===== src/rtl/hacd_wm_monitor.sv =====
// hacd_wm_monitor
//   Watches allocator activity for the HACD block. It keeps a running free-page
//   count, raises a level interrupt while that count is below the programmed
//   low watermark, and requests a compaction pass once enough page-free events
//   have accumulated since the previous compaction.
//
// Ports
//   clk_i, rst_i        clock, synchronous active-high reset
//   ctrl_i              bit0 = enable, bit1 = interrupt enable
//   low_wm_i            low watermark in pages
//   cmpct_th_i          free-event threshold (0 or all-ones disables compaction)
//   total_pages_i       free count loaded when the block is enabled
//   alloc_i, free_i     one-page allocate / free pulses
//   cmpct_ack_i         compaction engine accepted the request
//   cmpct_done_i        compaction finished (single-cycle pulse)
//   cmpct_req_o         compaction request, held until acknowledged
//   low_wm_irq_o        low-watermark interrupt (level)
//   free_cnt_o          current free-page count
//   underflow_o         sticky: an allocation arrived with no free pages
//   busy_o              a compaction request/run/holdoff is in progress
module hacd_wm_monitor #(
    parameter int CNT_W       = 32,
    parameter int HOLDOFF_CYC = 64
) (
    input  logic             clk_i,
    input  logic             rst_i,
    input  logic [31:0]      ctrl_i,
    input  logic [31:0]      low_wm_i,
    input  logic [31:0]      cmpct_th_i,
    input  logic [CNT_W-1:0] total_pages_i,
    input  logic             alloc_i,
    input  logic             free_i,
    input  logic             cmpct_ack_i,
    input  logic             cmpct_done_i,
    output logic             cmpct_req_o,
    output logic             low_wm_irq_o,
    output logic [CNT_W-1:0] free_cnt_o,
    output logic             underflow_o,
    output logic             busy_o
);

    typedef enum logic [2:0] {
        ST_DISABLED = 3'd0,
        ST_MONITOR  = 3'd1,
        ST_REQ      = 3'd2,
        ST_BUSY     = 3'd3,
        ST_HOLDOFF  = 3'd4
    } state_t;

    // Holdoff counter runs from HOLDOFF_CYC-1 down to 0, so it only needs to
    // represent values below HOLDOFF_CYC.
    localparam int                HOLD_W    = (HOLDOFF_CYC > 1) ? $clog2(HOLDOFF_CYC) : 1;
    localparam logic [HOLD_W-1:0] HOLD_LOAD = HOLD_W'(HOLDOFF_CYC - 1);
    localparam logic [CNT_W-1:0]  CNT_MAX   = '1;

    state_t              state_q, state_d;
    logic [CNT_W-1:0]    free_cnt_q, free_cnt_d;
    logic [CNT_W-1:0]    frag_cnt_q, frag_cnt_d;
    logic [HOLD_W-1:0]   hold_q, hold_d;
    logic                underflow_q, underflow_d;
    logic                irq_q, irq_d;

    logic                enable;
    logic                irq_en;
    logic                th_valid;
    logic [CNT_W-1:0]    th_c;
    logic [CNT_W-1:0]    low_wm_c;
    logic                unused_ctrl_bits;

    function automatic logic [CNT_W-1:0] sat_inc(input logic [CNT_W-1:0] v);
        return (v == CNT_MAX) ? v : v + CNT_W'(1);
    endfunction

    function automatic logic [CNT_W-1:0] floor_dec(input logic [CNT_W-1:0] v);
        return (v == '0) ? v : v - CNT_W'(1);
    endfunction

    assign enable           = ctrl_i[0];
    assign irq_en           = ctrl_i[1];
    assign unused_ctrl_bits = ^ctrl_i[31:2];
    assign th_c             = CNT_W'(cmpct_th_i);
    assign low_wm_c         = CNT_W'(low_wm_i);
    assign th_valid         = (cmpct_th_i != '0) && (cmpct_th_i != '1);

    // State and counter registers
    always_ff @(posedge clk_i) begin
        if (rst_i) begin
            state_q     <= ST_DISABLED;
            free_cnt_q  <= '0;
            frag_cnt_q  <= '0;
            hold_q      <= '0;
            underflow_q <= 1'b0;
            irq_q       <= 1'b0;
        end else begin
            state_q     <= state_d;
            free_cnt_q  <= free_cnt_d;
            frag_cnt_q  <= frag_cnt_d;
            hold_q      <= hold_d;
            underflow_q <= underflow_d;
            irq_q       <= irq_d;
        end
    end

    // Next-state logic; losing the enable bit overrides every transition.
    always_comb begin
        state_d = state_q;
        if (!enable) begin
            state_d = ST_DISABLED;
        end else begin
            case (state_q)
                ST_DISABLED: state_d = ST_MONITOR;
                ST_MONITOR:  if (th_valid && (frag_cnt_q >= th_c)) state_d = ST_REQ;
                ST_REQ:      if (cmpct_ack_i)     state_d = ST_BUSY;
                ST_BUSY:     if (cmpct_done_i)    state_d = ST_HOLDOFF;
                ST_HOLDOFF:  if (hold_q == '0)    state_d = ST_MONITOR;
                default:     state_d = ST_DISABLED;
            endcase
        end
    end

    // Counter datapath
    always_comb begin
        free_cnt_d  = free_cnt_q;
        frag_cnt_d  = frag_cnt_q;
        hold_d      = hold_q;
        underflow_d = underflow_q;

        if (state_q == ST_DISABLED) begin
            if (enable) begin
                free_cnt_d = total_pages_i;
                frag_cnt_d = '0;
            end
        end else begin
            // Simultaneous alloc+free cancel out, so no underflow at zero.
            if (alloc_i && !free_i) begin
                free_cnt_d = floor_dec(free_cnt_q);
                if (free_cnt_q == '0) underflow_d = 1'b1;
            end else if (free_i && !alloc_i) begin
                free_cnt_d = sat_inc(free_cnt_q);
            end

            if (free_i) frag_cnt_d = sat_inc(frag_cnt_q);

            // A free landing on the done cycle belongs to the next epoch.
            if (state_q == ST_BUSY && cmpct_done_i) begin
                frag_cnt_d = CNT_W'(free_i);
                hold_d     = HOLD_LOAD;
            end else if (state_q == ST_HOLDOFF && hold_q != '0) begin
                hold_d = hold_q - HOLD_W'(1);
            end
        end

        // Compares against the registered count, so the interrupt trails
        // the count change by one cycle.
        irq_d = enable && irq_en && (free_cnt_q < low_wm_c);
    end

    // Outputs decoded from state
    always_comb begin
        cmpct_req_o = (state_q == ST_REQ);
        busy_o      = (state_q == ST_REQ) || (state_q == ST_BUSY) || (state_q == ST_HOLDOFF);
    end

    assign free_cnt_o   = free_cnt_q;
    assign underflow_o  = underflow_q;
    assign low_wm_irq_o = irq_q;

endmodule


===== config.mk =====
export PLATFORM = sky130hd
export DESIGN_NAME = hacd_wm_monitor
export DESIGN_NICKNAME = d
export VERILOG_FILES = /design/src/rtl/hacd_wm_monitor.sv
export SDC_FILE = /design/constraint.sdc
export NUM_CORES = 1
export LEC_CHECK = 0
export BUFFER_PORTS_ARGS = -buffer_cell sky130_fd_sc_hd__buf_2
export CORE_AREA = 2 2 117 119
export DETAILED_ROUTE_END_ITERATION = 10
export DIE_AREA = 0 0 119 121
export HOLD_SLACK_MARGIN = 0.03
export PLACE_DENSITY = 0.8
export SKIP_CTS_REPAIR_TIMING = 1
export SLEW_MARGIN = 30
export SYNTH_ARGS = -nofsm -noshare
export SYNTH_HDL_FRONTEND = slang
export SYNTH_SLANG_ARGS = --single-unit

===== constraint.sdc =====
create_clock -name clk_i -period 5.5 [get_ports clk_i]
set_input_delay 1.1 -clock clk_i [delete_from_list [all_inputs] [get_ports clk_i]]
set_output_delay 1.1 -clock clk_i [all_outputs]
set_load 0.005 [all_outputs]

==> results by group, run 1 <==
Global routing
  – Remaining Overflow, GRT: 0
  – All-Layer GR Usage: 0.276
  – Global-route wire length before repair: 32300 um
  – Vias in the first global route: 7030
  – Number of antenna violations at the first check in global routing: 1
  – Maximum number of pins on one net before global-route repair: 39

Pwr
  – Power share of the clock group: 0.360
  – Fraction of power consumed by combinational cells: 0.294
  – Total power: 1.85 mW
  – Maximum ir drop on the vdd rail: 0.125 mV
  – Sequential cell fraction of total power: 0.345
  – Switching power as a share of total power: 0.340
  – Net switching power: 0.628 mW
  – Power per standard cell area: 224 mW/mm2
  – Internal power of the cells: 1.22 mW
  – LEAKAGE: 4.02 nW

Die
  – Width of the die: 119 um
  – Std-Cell Core Area: 0.0131 mm2
  – Std cell rows: 42
  – Die outline area: 0.0144 mm2
  – Starting density of the core: 0.541
  – # IOs: 170
  – Vert. Die Dim: 121 um

Clock network
  – Number of buffers created by CTS: 9
  – Post-CTS clock slew at the launch and capture registers of the worst setup and hold paths: 0.06 ns
  – H-tree depth: 3
  – Maximum buffer depth of the clock tree: 2
  – Sink count of the clock tree: 75
  – Source-to-sink clock delay at the later pin of the worst-skew pair: 0.35 ns
  – CTS tree: done
  – Library cell used as clock root buffer: sky130_fd_sc_hd__clkbuf_16

Synth
  – Synth Instances: 937
  – FFs w/ async S/R, synth: 0
  – Sequential area share after synthesis: 0.212
  – Warnings, synthesis: 0
  – Share of the synthesized area in the top cell type: 0.212
  – Number of enable-type register cells in the synthesized netlist: 0
  – Most used flip-flop cell after synthesis: sky130_fd_sc_hd__dfxtp_1
  – Synthesized cell area: 0.00708 mm2
  – Synth top area cells: sky130_fd_sc_hd__dfxtp_1 (21%), sky130_fd_sc_hd__ha_1 (17%), sky130_fd_sc_hd__a21oi_1 (5.4%)
  – Largest area contributor in the netlist: sky130_fd_sc_hd__dfxtp_1
  – Post-Syn Nets: 1168
  – Number of synthesized register bits: 75
  – Avg Synthesized Cell Area: 7.56 um2
  – Distinct cells, synth: 73

STA
  – Final hold violation count: 0
  – Aggregate negative setup slack: 0 ns
  – Top achievable clock speed: 230 MHz
  – Measured slew at the worst slew-check pin: 0.917 ns
  – Slew Viols, Final: 0
  – Final setup violation count: 0
  – Min Tclk post-route: 4.35 ns
  – Clock Skews: 0.00531 ns
  – Fin crit share: 0.792
  – Setup repair after global routing missed its margin: no
  – Worst rel slew slack: 0.389

Drt
  – Detail-routed via count per cell: 6.01
  – First-pass DRT Iterations: 5
  – Drc violations: 0
  – Number of DRC violations after detailed-routing iteration 0: 357
  – Vias: 7446
  – Antenna Nets Post-Route: 0
  – Total wire length: 19700 um
  – Per-cell routed wire length: 15.9 um

Run
  – Total of max-cap violations: 0

Run status
  – Outcome: complete, no violations

Setup path
  – Highest fanout seen on the critical path: 21
  – Reg2Reg Launch Point: state_q[0]$_SDFFE_PP0P_
  – Category of the worst setup path capture point: register
  – Data required time at the worst endpoint: 5.78 ns
  – Arrival time at the worst endpoint: 4.63 ns
  – Launching element of the worst setup path: free_i
  – Crit path kind: in2reg
  – Kind of start point of the critical path: input port

Final layout
  – Commonest non-fill, non-tap cell in the layout: sky130_fd_sc_hd__buf_2
  – Synth-to-Final Area Change: 16.2%
  – Number of nets in the finished design: 1287
  – Share of final-layout standard cells stronger than drive strength 1: 0.177
  – Commonest cells after routing, fill and taps aside: sky130_fd_sc_hd__buf_2 (139), sky130_fd_sc_hd__ha_1 (96), sky130_fd_sc_hd__nor2_1 (91)

Place
  – Placed wire-length estimate after detailed placement: 15100 um
  – Number of buffers added on ports: 139
  – Final GP Congestion: 0.954

Hold path
  – Worst min-delay path class: reg2reg
  – Min-delay src: underflow_o$_SDFFE_PP0P_
==> state kept, by name, summed over array words and instances, names as in the netlist <==
register	count
free_cnt_o	32
low_wm_irq_o	1
underflow_o	1
hold_q	6
frag_cnt_q	32
state_q	3
==> layer usage <==
layer / track usage / part of all wire / vias up / wire length (um)
li1: - / - / 3701 / -
met1: 0.330 / 0.43 / 3444 / 8490
met2: 0.482 / 0.48 / 238 / 9530
met3: 0.0348 / 0.049 / 63 / 960
met4: 0.145 / 0.038 / 0 / 753
met5: 0 / 0 / - / 0
==> worst paths after layout <==
kind	end	slack, ns	depth (start not counted)
setup / recovery	free_cnt_o[31]$_SDFFE_PP0P_	1.15	14
hold / removal	underflow_o$_SDFFE_PP0P_	0.47	2
setup reg to reg	free_cnt_o[31]$_SDFFE_PP0P_	2.18	10
hold reg to reg	underflow_o$_SDFFE_PP0P_	0.47	2
==> power by group through the flow <==
stage / clock [mW] / sequential [mW] / combinational (mW)
after floorplan: 0 / 0.628 / 0.376
after global placement: 0 / 0.648 / 0.522
after detailed placement: 0 / 0.649 / 0.532
after CTS: 0.672 / 0.637 / 0.538
after global routing: 0.696 / 0.643 / 0.611
final: 0.665 / 0.638 / 0.544
==> critical path, stage by stage <==
cell and delay, ns:
sky130_fd_sc_hd__buf_2 0.18, sky130_fd_sc_hd__nand2b_1 0.32, sky130_fd_sc_hd__inv_1 0.11, sky130_fd_sc_hd__buf_4 0.24
sky130_fd_sc_hd__ha_1 0.42, sky130_fd_sc_hd__a21oi_1 0.23, sky130_fd_sc_hd__o21ai_0 0.22, sky130_fd_sc_hd__a221oi_1 0.31
sky130_fd_sc_hd__o21ai_0 0.22, sky130_fd_sc_hd__a311oi_2 0.44, sky130_fd_sc_hd__o211ai_1 0.16, sky130_fd_sc_hd__a21oi_1 0.18
sky130_fd_sc_hd__mux2_2 0.35, sky130_fd_sc_hd__a31oi_1 0.14
==> through the flow <==
stage,cells,utilization,setup WS (ns),hold WS [ns],instance area [um2]
finish,1238,0.629,1.15,0.470,8230
CTS,1236,0.628,1.25,0.475,8210
global placement,1220,0.603,0.934,0.447,7880
detailed placement,1220,0.603,0.894,0.461,7890
floorplan,937,-,1.16,0.461,7080
global route,1238,0.629,0.860,0.503,8230
==> synthesized netlist by cell type (3+ instances only) <==
cell / n
sky130_fd_sc_hd__a311oi_1: 17
sky130_fd_sc_hd__o211ai_1: 10
sky130_fd_sc_hd__buf_1: 4
sky130_fd_sc_hd__o21ai_0: 47
sky130_fd_sc_hd__ha_1: 96
sky130_fd_sc_hd__nor4_1: 23
sky130_fd_sc_hd__nor2b_1: 8
sky130_fd_sc_hd__nor2_1: 91
sky130_fd_sc_hd__xnor2_1: 19
sky130_fd_sc_hd__o21a_1: 3
sky130_fd_sc_hd__dfxtp_1: 75
sky130_fd_sc_hd__inv_1: 81
sky130_fd_sc_hd__nand2_1: 75
sky130_fd_sc_hd__nand4_1: 48
sky130_fd_sc_hd__nand2b_1: 11
sky130_fd_sc_hd__and2_1: 5
sky130_fd_sc_hd__o21bai_1: 6
sky130_fd_sc_hd__xor2_1: 21
sky130_fd_sc_hd__o311ai_0: 4
sky130_fd_sc_hd__nor3_1: 18
sky130_fd_sc_hd__clkbuf_1: 24
sky130_fd_sc_hd__and4_1: 4
sky130_fd_sc_hd__mux2i_1: 3
sky130_fd_sc_hd__a21o_1: 39
sky130_fd_sc_hd__a22oi_1: 3
sky130_fd_sc_hd__buf_2: 6
sky130_fd_sc_hd__a211oi_1: 17
sky130_fd_sc_hd__nor2_2: 3
sky130_fd_sc_hd__o221ai_1: 3
sky130_fd_sc_hd__a21oi_1: 76
sky130_fd_sc_hd__a211oi_2: 3
sky130_fd_sc_hd__and3_1: 7
sky130_fd_sc_hd__a31oi_1: 8
sky130_fd_sc_hd__or3_1: 11
sky130_fd_sc_hd__nand3_1: 21
==> layout make-up <==
| type | count | area, um2 |
|---|---|---|
| Antenna cell | 1 | 2.50 |
| Clock buffer | 11 | 243 |
| Clock inverter | 5 | 85.1 |
| Fill cell | 1185 | 4860 |
| Inverter | 81 | 304 |
| Multi-Input combinational cell | 744 | 5130 |
| Sequential cell | 75 | 1500 |
| Tap cell | 176 | 220 |
| Timing Repair Buffer | 145 | 744 |
==> logic make-up (layout without fill, tap and decap cells) <==
| family | after synthesis | count (layout) | share of synthesized area |
|---|---|---|---|
| DFF | 75 | 75 | 0.212 |
| and+or+nand+nor | 348 | 348 | 0.254 |
| xor gates and xnor gates | 40 | 40 | 0.0495 |
| other | 0 | 1 | 0 |
| muxes | 4 | 4 | 0.00583 |
| AOI/OAI and AO/OA | 255 | 255 | 0.241 |
| adders and majority gates | 97 | 97 | 0.172 |
| buffers and inverters | 118 | 242 | 0.0650 |
(Power assumes the default switching activity.)
==> run 2: changes to the inputs <==
--- a/config.mk
+++ b/config.mk
@@ -6,11 +6,11 @@
 export NUM_CORES = 1
 export LEC_CHECK = 0
 export BUFFER_PORTS_ARGS = -buffer_cell sky130_fd_sc_hd__buf_2
-export CORE_AREA = 2 2 117 119
+export CORE_AREA = 2 2 122 124
 export DETAILED_ROUTE_END_ITERATION = 10
-export DIE_AREA = 0 0 119 121
+export DIE_AREA = 0 0 124 126
 export HOLD_SLACK_MARGIN = 0.03
-export PLACE_DENSITY = 0.8
+export PLACE_DENSITY = 0.78
 export SKIP_CTS_REPAIR_TIMING = 1
 export SLEW_MARGIN = 30
 export SYNTH_ARGS = -nofsm -noshare
==> constraint.sdc (replaced) <==
create_clock -name clk_i -period 3.62 [get_ports clk_i]
set_input_delay 0.724 -clock clk_i [delete_from_list [all_inputs] [get_ports clk_i]]
set_output_delay 0.724 -clock clk_i [all_outputs]
set_load 0.005 [all_outputs]
==> run 2 against run 1 <==
Against the previous run:
- total power grew 47%
- utilization shrank 2.6 points
- flip-flop and latch count is the same
- sequential power grew 51%
- combinational power grew 74%
- global-route usage shrank 0.77 points
- non-clock buffer count grew 51
- clock skew grew 0.0040 ns
- highest routed layer unchanged
==> results by group, run 2 (synthesis gave the netlist of run 1 again) <==
Clock network
  – Source-to-sink clock delay at the later pin of the worst-skew pair: 0.34 ns
  – Library cell used as clock root buffer: sky130_fd_sc_hd__clkbuf_16
  – Number of buffers created by CTS: 9
  – CTS tree: done
  – Post-CTS clock slew at the launch and capture registers of the worst setup and hold paths: 0.06 ns
  – H-tree depth: 3
  – Sink count of the clock tree: 75
  – Maximum buffer depth of the clock tree: 2

STA
  – Top achievable clock speed: 296 MHz
  – Setup repair after global routing missed its margin: no
  – Slew Viols, Final: 0
  – Fin crit share: 0.934
  – Final hold violation count: 0
  – Min Tclk post-route: 3.38 ns
  – Post-route worst setup slack: 0.239 ns
  – Worst rel slew slack: 0.469
  – Worst slack on hold paths: 0.479 ns
  – Measured slew at the worst slew-check pin: 0.793 ns
  – Clock Skews: 0.00929 ns
  – Final setup violation count: 0

Die
  – Std cell rows: 44
  – # IOs: 170
  – Vert. Die Dim: 126 um
  – Starting density of the core: 0.495
  – Die outline area: 0.0156 mm2
  – Std-Cell Core Area: 0.0143 mm2
  – Width of the die: 124 um

Setup path
  – Slowest stage cell, crit path: sky130_fd_sc_hd__a221o_1
  – Cell family contributing the most delay on the critical path: compound AO/OA/AOI/OAI gates
  – Sum of buffers and inverters on the critical path: 4
  – Data required time at the worst endpoint: 3.88 ns
  – Critical-path cell list: buf_2 -> nand2b_1 -> clkinvlp_4 -> buf_12 -> ha_1 -> a211oi_2 -> o211ai_1 -> buf_4 -> a221o_1 -> a211oi_2 -> o21bai_1 -> a21bo_1 -> xnor2_1 -> nand2_1 -> a311oi_1
  – Highest fanout seen on the critical path: 11
  – Kind of start point of the critical path: input port
  – Category of the worst setup path capture point: register
  – Stage delay of the slowest cell on the critical path: 0.41 ns
  – Arrival time at the worst endpoint: 3.64 ns
  – Most common cell on crit path: sky130_fd_sc_hd__a211oi_2
  – Crit path kind: in2reg

Hold path
  – Worst min-delay path class: reg2reg

Place
  – Instance count after placement with tap cells included: 1279
  – Number of buffers added on ports: 139
  – Placed wire-length estimate after detailed placement: 15900 um
  – Pre-CTS setup slack: -0.153 ns
  – Final GP Congestion: 0.937

Final layout
  – Commonest cells after routing, fill and taps aside: sky130_fd_sc_hd__buf_2 (139), sky130_fd_sc_hd__nor2_1 (91), sky130_fd_sc_hd__ha_1 (91)
  – Post-route non-filler standard cell count: 1293
  – Synth-to-Final Area Change: 22.0%
  – Post-layout util: 0.603
  – Commonest non-fill, non-tap cell in the layout: sky130_fd_sc_hd__buf_2
  – Number of nets in the finished design: 1338
  – Antenna diode count: 0
  – Share of final-layout standard cells stronger than drive strength 1: 0.217

Pwr
  – Maximum ir drop on the vdd rail: 0.261 mV
  – Power per standard cell area: 314 mW/mm2
  – Total power: 2.72 mW
  – LEAKAGE: 4.23 nW

Global routing
  – Maximum number of pins on one net before global-route repair: 45
  – Vias in the first global route: 7090
  – Remaining Overflow, GRT: 0
  – Number of antenna violations at the first check in global routing: 0
  – All-Layer GR Usage: 0.268
  – Global-route wire length before repair: 33500 um

Drt
  – Total wire length: 20500 um
  – Number of DRC violations after detailed-routing iteration 0: 471
  – First-pass DRT Iterations: 7
  – Antenna Nets Post-Route: 0
  – Drc violations: 0
  – Per-cell routed wire length: 15.9 um
  – Vias: 7554
  – Detail-routed via count per cell: 5.84

Run
  – Total of max-cap violations: 0

Run status
  – Outcome: complete, no violations
==> run 2: worst paths after layout <==
path | slack [ns] | cells past startpoint | endpoint | start
worst max-delay path | 0.24 | 15 | free_cnt_o[25]$_SDFFE_PP0P_ | free_i
worst min-delay path | 0.48 | 2 | underflow_o$_SDFFE_PP0P_ | underflow_o$_SDFFE_PP0P_
worst max register to register | 0.47 | 12 | free_cnt_o[26]$_SDFFE_PP0P_ | free_cnt_o[0]$_SDFFE_PP0P_
worst min register to register | 0.48 | 2 | underflow_o$_SDFFE_PP0P_ | underflow_o$_SDFFE_PP0P_
==> run 2: metal layers <==
metal / global-route usage / part of all wire / vias up / wire [um]
li1: - / - / 3799 / -
met1: 0.347 / 0.44 / 3449 / 9010
met2: 0.454 / 0.48 / 280 / 9910
met3: 0.0457 / 0.063 / 26 / 1300
met4: 0.0780 / 0.015 / 0 / 311
met5: 0 / 0 / - / 0
==> run 2: per-stage QoR <==
| stage | setup TNS [ns] | cell area, um2 |
|---|---|---|
| floorplan | -0.804 | 7150 |
| global placement | -0.940 | 8360 |
| detailed placement | -1.06 | 8360 |
| CTS | 0 | 8610 |
| global route | 0 | 8630 |
| finish | 0 | 8630 |
==> run 2: worst min-delay path, delay by kind of cell, from the launching register on <==
kind,cells,cell delay (ns)
flip-flops,1,0.33
AND/OR/NAND/NOR,2,0.12
==> run 2: cell type report <==
cell class | count | area [um2]
clock buffers | 13 | 250
fillers | 1326 | 5680
inverters | 81 | 308
multi-input cells | 744 | 5190
flip-flops and latches | 75 | 1500
well taps | 184 | 230
repair buffers | 196 | 1150
==> run 2: power breakdown <==
part           switching (mW)  total (mW)  internal (mW)
logic                   0.512       0.944          0.433
clock network           0.337       0.809          0.472
registers              0.0873       0.961          0.874
